## src/rtl/color_seq_fader.sv

```systemverilog
// color_seq_fader: steps an RGB palette (OFF, then 0..6 with wrap) and drives
// three registered PWM outputs from the palette duty values.
// Modes: AUTO steps on a dwell timer, HOLD freezes everything, MANUAL steps
// on rising edges of 'step', and FADE steps like AUTO while ramping the duty
// values one LSB per prescaler tick.
// Build option: define COLOR_SEQ_FADE_EN to compile in FADE mode and its
// prescaler; without it sw=10 behaves exactly as AUTO.
//
// Colour sequencer states:
//   state    | meaning
//   C_RED    | palette 0 (255,0,0)
//   C_ORANGE | palette 1 (255,97,0)
//   C_YELLOW | palette 2 (255,255,0)
//   C_GREEN  | palette 3 (0,255,0)
//   C_BLUE   | palette 4 (0,0,255)
//   C_NAVY   | palette 5 (8,46,84)
//   C_PURPLE | palette 6 (160,32,240), next advance wraps to C_RED
//   C_OFF    | (0,0,0), entered only by reset, next advance goes to C_RED
module color_seq_fader #(
  parameter int DUTY_W       = 8,
  parameter int DWELL_CYCLES = 62500000,
  parameter int FADE_DIV     = 245000
) (
  input  logic              clk,
  input  logic              rst,
  input  logic [1:0]        sw,
  input  logic              step,
  output logic [2:0]        color_idx,
  output logic [DUTY_W-1:0] r_duty,
  output logic [DUTY_W-1:0] g_duty,
  output logic [DUTY_W-1:0] b_duty,
  output logic              pwm_r,
  output logic              pwm_g,
  output logic              pwm_b
);

  // Elaboration-time parameter range checks.
  if (DUTY_W < 8 || DUTY_W > 12) begin : g_bad_duty_w
    $error("color_seq_fader: DUTY_W must be 8..12");
  end
  if (DWELL_CYCLES < 2) begin : g_bad_dwell
    $error("color_seq_fader: DWELL_CYCLES must be >= 2");
  end
  if (FADE_DIV < 1) begin : g_bad_fade_div
    $error("color_seq_fader: FADE_DIV must be >= 1");
  end

  localparam int DWELL_W = $clog2(DWELL_CYCLES);
  localparam logic [DWELL_W-1:0] DWELL_LAST = DWELL_W'(DWELL_CYCLES - 1);
  localparam logic [DUTY_W-1:0]  PWM_LAST   = DUTY_W'((1 << DUTY_W) - 2);

  typedef enum logic [2:0] {
    C_RED    = 3'd0,
    C_ORANGE = 3'd1,
    C_YELLOW = 3'd2,
    C_GREEN  = 3'd3,
    C_BLUE   = 3'd4,
    C_NAVY   = 3'd5,
    C_PURPLE = 3'd6,
    C_OFF    = 3'd7
  } color_t;

  typedef enum logic [1:0] {
    M_AUTO   = 2'b00,
    M_HOLD   = 2'b01,
    M_FADE   = 2'b10,
    M_MANUAL = 2'b11
  } mode_t;

  function automatic logic [23:0] palette(input color_t c);
    case (c)
      C_RED:    palette = {8'd255, 8'd0,   8'd0};
      C_ORANGE: palette = {8'd255, 8'd97,  8'd0};
      C_YELLOW: palette = {8'd255, 8'd255, 8'd0};
      C_GREEN:  palette = {8'd0,   8'd255, 8'd0};
      C_BLUE:   palette = {8'd0,   8'd0,   8'd255};
      C_NAVY:   palette = {8'd8,   8'd46,  8'd84};
      C_PURPLE: palette = {8'd160, 8'd32,  8'd240};
      default:  palette = 24'd0;
    endcase
  endfunction

  // Top-bit replication: the top DUTY_W bits of {v,v} keep 255 at all-ones.
  function automatic logic [DUTY_W-1:0] scale(input logic [7:0] v);
    logic [15:0] rep;
    rep = {v, v};
    return rep[15 -: DUTY_W];
  endfunction

  color_t            color_q, color_d;
  mode_t             mode_eff;
  logic [1:0]        sw_q;
  logic              step_q;
  logic              sw_chg, step_rise, advance;
  logic [DWELL_W-1:0] dwell_q, dwell_d;
  logic [DUTY_W-1:0] r_q, g_q, b_q, r_d, g_d, b_d;
  logic [DUTY_W-1:0] pwm_cnt;
  logic [23:0]       pal_next;

  assign sw_chg    = (sw != sw_q);
  assign step_rise = step & ~step_q;
  assign pal_next  = palette(color_d);

  // Map the mode switch to the effective mode (FADE folds into AUTO when absent).
  always_comb begin
    mode_eff = mode_t'(sw);
`ifndef COLOR_SEQ_FADE_EN
    if (mode_eff == M_FADE) mode_eff = M_AUTO;
`endif
  end

`ifdef COLOR_SEQ_FADE_EN
  localparam int FADE_W = (FADE_DIV > 1) ? $clog2(FADE_DIV) : 1;
  localparam logic [FADE_W-1:0] FADE_LAST = FADE_W'(FADE_DIV - 1);

  logic [FADE_W-1:0] fade_cnt;
  logic              fade_tc;
  logic [23:0]       pal_cur;

  assign fade_tc = (fade_cnt == FADE_LAST);
  assign pal_cur = palette(color_q);

  function automatic logic [DUTY_W-1:0] toward(input logic [DUTY_W-1:0] cur,
                                               input logic [DUTY_W-1:0] tgt);
    if (cur < tgt)      return cur + 1'b1;
    else if (cur > tgt) return cur - 1'b1;
    else                return cur;
  endfunction

  // Fade prescaler: runs only in FADE, parked at 0 otherwise.
  always_ff @(posedge clk) begin
    if (rst)                    fade_cnt <= '0;
    else if (mode_eff != M_FADE) fade_cnt <= '0;
    else if (fade_tc)           fade_cnt <= '0;
    else                        fade_cnt <= fade_cnt + 1'b1;
  end
`endif

  // Sequencer state register plus mode/step history.
  always_ff @(posedge clk) begin
    if (rst) begin
      color_q <= C_OFF;
      dwell_q <= '0;
      step_q  <= 1'b0;
      sw_q    <= sw;
    end else begin
      color_q <= color_d;
      dwell_q <= dwell_d;
      step_q  <= step;
      sw_q    <= sw;
    end
  end

  // Next colour and dwell count; a mode change only clears the dwell timer.
  always_comb begin
    color_d = color_q;
    dwell_d = dwell_q;
    advance = 1'b0;
    if (sw_chg) begin
      dwell_d = '0;
    end else begin
      case (mode_eff)
        M_AUTO, M_FADE: begin
          if (dwell_q == DWELL_LAST) begin
            dwell_d = '0;
            advance = 1'b1;
          end else begin
            dwell_d = dwell_q + 1'b1;
          end
        end
        M_MANUAL: begin
          dwell_d = '0;
          advance = step_rise;
        end
        default: ;
      endcase
    end
    if (advance) begin
      if (color_q == C_OFF || color_q == C_PURPLE) color_d = C_RED;
      else                                         color_d = color_t'(color_q + 3'd1);
    end
  end

  // Next duty: frozen in HOLD, ramped in FADE, otherwise tracks the next colour.
  always_comb begin
    r_d = r_q;
    g_d = g_q;
    b_d = b_q;
    case (mode_eff)
      M_HOLD: ;
`ifdef COLOR_SEQ_FADE_EN
      M_FADE: begin
        if (fade_tc) begin
          r_d = toward(r_q, scale(pal_cur[23:16]));
          g_d = toward(g_q, scale(pal_cur[15:8]));
          b_d = toward(b_q, scale(pal_cur[7:0]));
        end
      end
`endif
      default: begin
        r_d = scale(pal_next[23:16]);
        g_d = scale(pal_next[15:8]);
        b_d = scale(pal_next[7:0]);
      end
    endcase
  end

  // Duty registers.
  always_ff @(posedge clk) begin
    if (rst) begin
      r_q <= '0;
      g_q <= '0;
      b_q <= '0;
    end else begin
      r_q <= r_d;
      g_q <= g_d;
      b_q <= b_d;
    end
  end

  // Free-running PWM counter (period 2^DUTY_W-1) and registered comparators.
  always_ff @(posedge clk) begin
    if (rst) begin
      pwm_cnt <= '0;
      pwm_r   <= 1'b0;
      pwm_g   <= 1'b0;
      pwm_b   <= 1'b0;
    end else begin
      pwm_cnt <= (pwm_cnt == PWM_LAST) ? '0 : pwm_cnt + 1'b1;
      pwm_r   <= (pwm_cnt < r_q);
      pwm_g   <= (pwm_cnt < g_q);
      pwm_b   <= (pwm_cnt < b_q);
    end
  end

  assign color_idx = color_q;
  assign r_duty    = r_q;
  assign g_duty    = g_q;
  assign b_duty    = b_q;

endmodule

```

## config.mk

```make
export PLATFORM = sky130hd
export DESIGN_NAME = color_seq_fader
export DESIGN_NICKNAME = d
export VERILOG_FILES = /design/src/rtl/color_seq_fader.sv
export SDC_FILE = /design/constraint.sdc
export NUM_CORES = 1
export LEC_CHECK = 0
export ABC_AREA = 0
export CAP_MARGIN = 20
export CORE_ASPECT_RATIO = 0.8
export CORE_UTILIZATION = 60
export CTS_CLUSTER_SIZE = 24
export DETAILED_ROUTE_END_ITERATION = 10
export DONT_BUFFER_PORTS = 1
export PLACE_DENSITY = 0.74
export SYNTH_ARGS = -nofsm -noshare
export SYNTH_HDL_FRONTEND = slang
export SYNTH_SLANG_ARGS = --single-unit
export TNS_END_PERCENT = 5
```

## constraint.sdc

```tcl
create_clock -name clk -period 3.9 [get_ports clk]
set_input_delay 1.17 -clock clk [delete_from_list [all_inputs] [get_ports clk]]
set_output_delay 1.17 -clock clk [all_outputs]
set_load 0.03 [all_outputs]
```

==> impl_metrics.ini <==
[timing]
rsz0062_at_grt = no
drv_slew = 0
tightest_slew_ns = 0.951
setup_viol = 0
slew_headroom = 0.365
fmax_mhz = 369
hold_viol = 0
fin_ws_ns = 1.19
fin_skew_ns = 0.00977
tns_ns = 0
fin_crit_sh = 0.695
min_period_ns = 2.71

[clock_tree]
clock_latency_ns = 0.32
clk_pin_slew_ns = 0.10
cts_resized = 0
cts_tree = done
h-tree-depth = 2
cts_buffers = 5
post_cts.repair.setup_buffers = 0
root_buffer = clkbuf_8
ctsHoldBuffers = 0
cts.sinks = 54
cts_max_path_buffers = 2

[final_layout]
multiInputGateArea_mm2 = 0.00187
syn_to_final_growth_pct = 1.29
drive_gt1_frac = 0.0748
nFillCells = 448
regArea_mm2 = 0.00108
n_antenna_cell = 0
finalNetCount = 392

[setup_path]
critPathMaxStageDelay_ns = 0.59
arrival_ns = 2.95
cp.required_ns = 4.13
critPathCaptureType = flop
cp_slowest_cell = nor4_1
path_cells = nand4_1, nor4_1, a41oi_4, nor2_4, mux2i_2, nand3b_4, a311oi_2
startpoint_type = flop
critPathMaxFanout = 13
critPathKind = reg -> reg

[logic_synthesis]
syn_avg_cell_area_um2 = 8.42
synth_area_leader_cell = dfxtp_1
syn-cell-area_mm2 = 0.00319
synth_top_area_frac = 0.339
yosysWarnings = 0
ys_top_cells_by_area = dfxtp_1, ha_1, a21oi_1
synth_cell_types = 47
ys_seq_elements = 54
yosysSeqAreaShare = 0.339
synth_fp_nets = 411
synth_edf_count = 0
synth_ff_type = dfxtp_1
synth_cells = 379
async_flop_share = 0

[drt]
dr.pass1.iters = 4
drt-total-wl_um = 6620
dr_total_vias = 2619
drt-initial-drc-count = 168
drt.antenna.violating_nets = 0
vias_per_cell = 6.19
wire_per_inst_um = 15.6
drc_errors = 0

[floorplanning]
io_pins = 35
die_h_um = 67.2
start_util = 0.630
num_rows = 23
core_mm2 = 0.00506
die_w_um = 83.5
dieArea_mm2 = 0.00561

[min_path]
hold_path.class = reg -> reg

[power_and_ir_drop]
leakagePower_nw = 1.15
ir_drop_mv = 0.212
powerDensity_mw_per_mm2 = 337

[placed_design]
io_buffer_count = 0
place_congestion = 0.801
dp_slack_ns = 1.22
post-dp-hpwl_um = 4620

[run_status]
status = complete, no violations

[global_routing]
antenna_found_initial = 0
grt_max_degree = 29
grt_pass1_vias = 2225
grt_pass1_wl_um = 10800
overflow = 0
grt_usage = 0.242

[job]
max_cap_viol_count = 0
[power by group]
part           switching, W  internal (W)
combinational     0.0000721     0.0000584
sequential        0.0000593      0.000570
clock              0.000199      0.000130
total              0.000330      0.000759
[metal layers]
metal,share of wire,GRT usage
met5,0,0
met4,0.0060,0.0657
met3,0.081,0.0501
met2,0.40,0.341
met1,0.52,0.370
[cell families after synthesis]
group | share of synthesized area
and+or+nand+nor | 0.246
AOI/OAI and AO/OA | 0.193
DFF | 0.339
buffers and inverters | 0.0741
adders and majority gates | 0.106
xor gates and xnor gates | 0.0220
muxes | 0.0204
[worst max-delay path, delay by kind of cell, from the launching register on]
kind            cells  cell delay (ns)
simple gates        4             1.12
compound gates      2             0.60
mux                 1             0.49
flops               1             0.43
[through the flow]
stage | total power, W | hold WS (ns) | cells | util | area [µm²]
CTS | 0.00109 | 0.488 | 422 | 0.635 | 3220
finish | 0.00109 | 0.484 | 423 | 0.638 | 3230
global placement | 0.000767 | 0.463 | 414 | 0.616 | 3120
floorplan | 0.000756 | 0.441 | 379 | - | 3190
global route | 0.00114 | 0.529 | 423 | 0.638 | 3230
detailed placement | 0.000771 | 0.473 | 414 | 0.616 | 3120
[path summary, 6_finish.rpt]
| check | startpoint | end | slack (ns) | cells past startpoint |
|---|---|---|---|---|
| worst max-delay path | dwell_q[15] | g_duty[3] | 1.19 | 7 |
| worst max register to register | dwell_q[15] | g_duty[3] | 1.19 | 7 |
| worst min register to register | dwell_q[25] | dwell_q[25] | 0.48 | 1 |
| worst min-delay path | dwell_q[25] | dwell_q[25] | 0.48 | 1 |
[cells in the mapped netlist, types with 2 or more instances]
cell type and count:
dfxtp_1 54, nor2_1 37, a21oi_1 33, nand2_1 32, ha_1 27, o21ai_0 20
clkbuf_1 16, inv_1 14, buf_4 13, nand3_1 11, nor4_1 11, a311oi_1 10
nand2b_1 9, a21o_1 7, nor3_1 7, xor2_1 7, nand4b_1 6, a211o_1 5
and2_1 5, and3_1 5, nor2b_1 5, a211oi_1 4, a31oi_1 4, mux2i_1 4
or3_1 4, nand4_1 3, a41oi_1 2, buf_6 2, nor3b_1 2, o211ai_1 2
or4b_4 2
[layout by cell type (no fill, tap or decap), types with 5 or more instances in the layout]
master,n
a21o_1,7
ha_1,27
nor2_1,37
nand2_1,32
xor2_1,7
and3_1,5
nor4_1,11
a21oi_1,33
inv_1,14
nand4b_1,6
nor3_1,7
buf_4,5
dfxtp_1,53
nand3_1,11
a311oi_1,10
nor2b_1,5
clkbuf_8,5
a211o_1,5
and2_1,5
o21ai_0,20
nand2b_1,9
[sequential cells by signal, indices dropped and copies added, names as in the netlist, 2 cells and up]
signal and flops:
pwm_cnt 8, dwell_q 26, color_idx 3, sw_q 2
g_duty 4, r_duty 3, b_duty 4
[layout make-up]
class / instances / share of cell area
Tap cell: 62 / 0.0240
Multi-Input combinational cell: 279 / 0.579
Sequential cell: 54 / 0.335
Inverter: 14 / 0.0163
Clock inverter: 3 / 0.00775
Clock buffer: 5 / 0.0213
Timing Repair Buffer: 6 / 0.0163
Note: power is estimated with default switching activity, not from simulation.
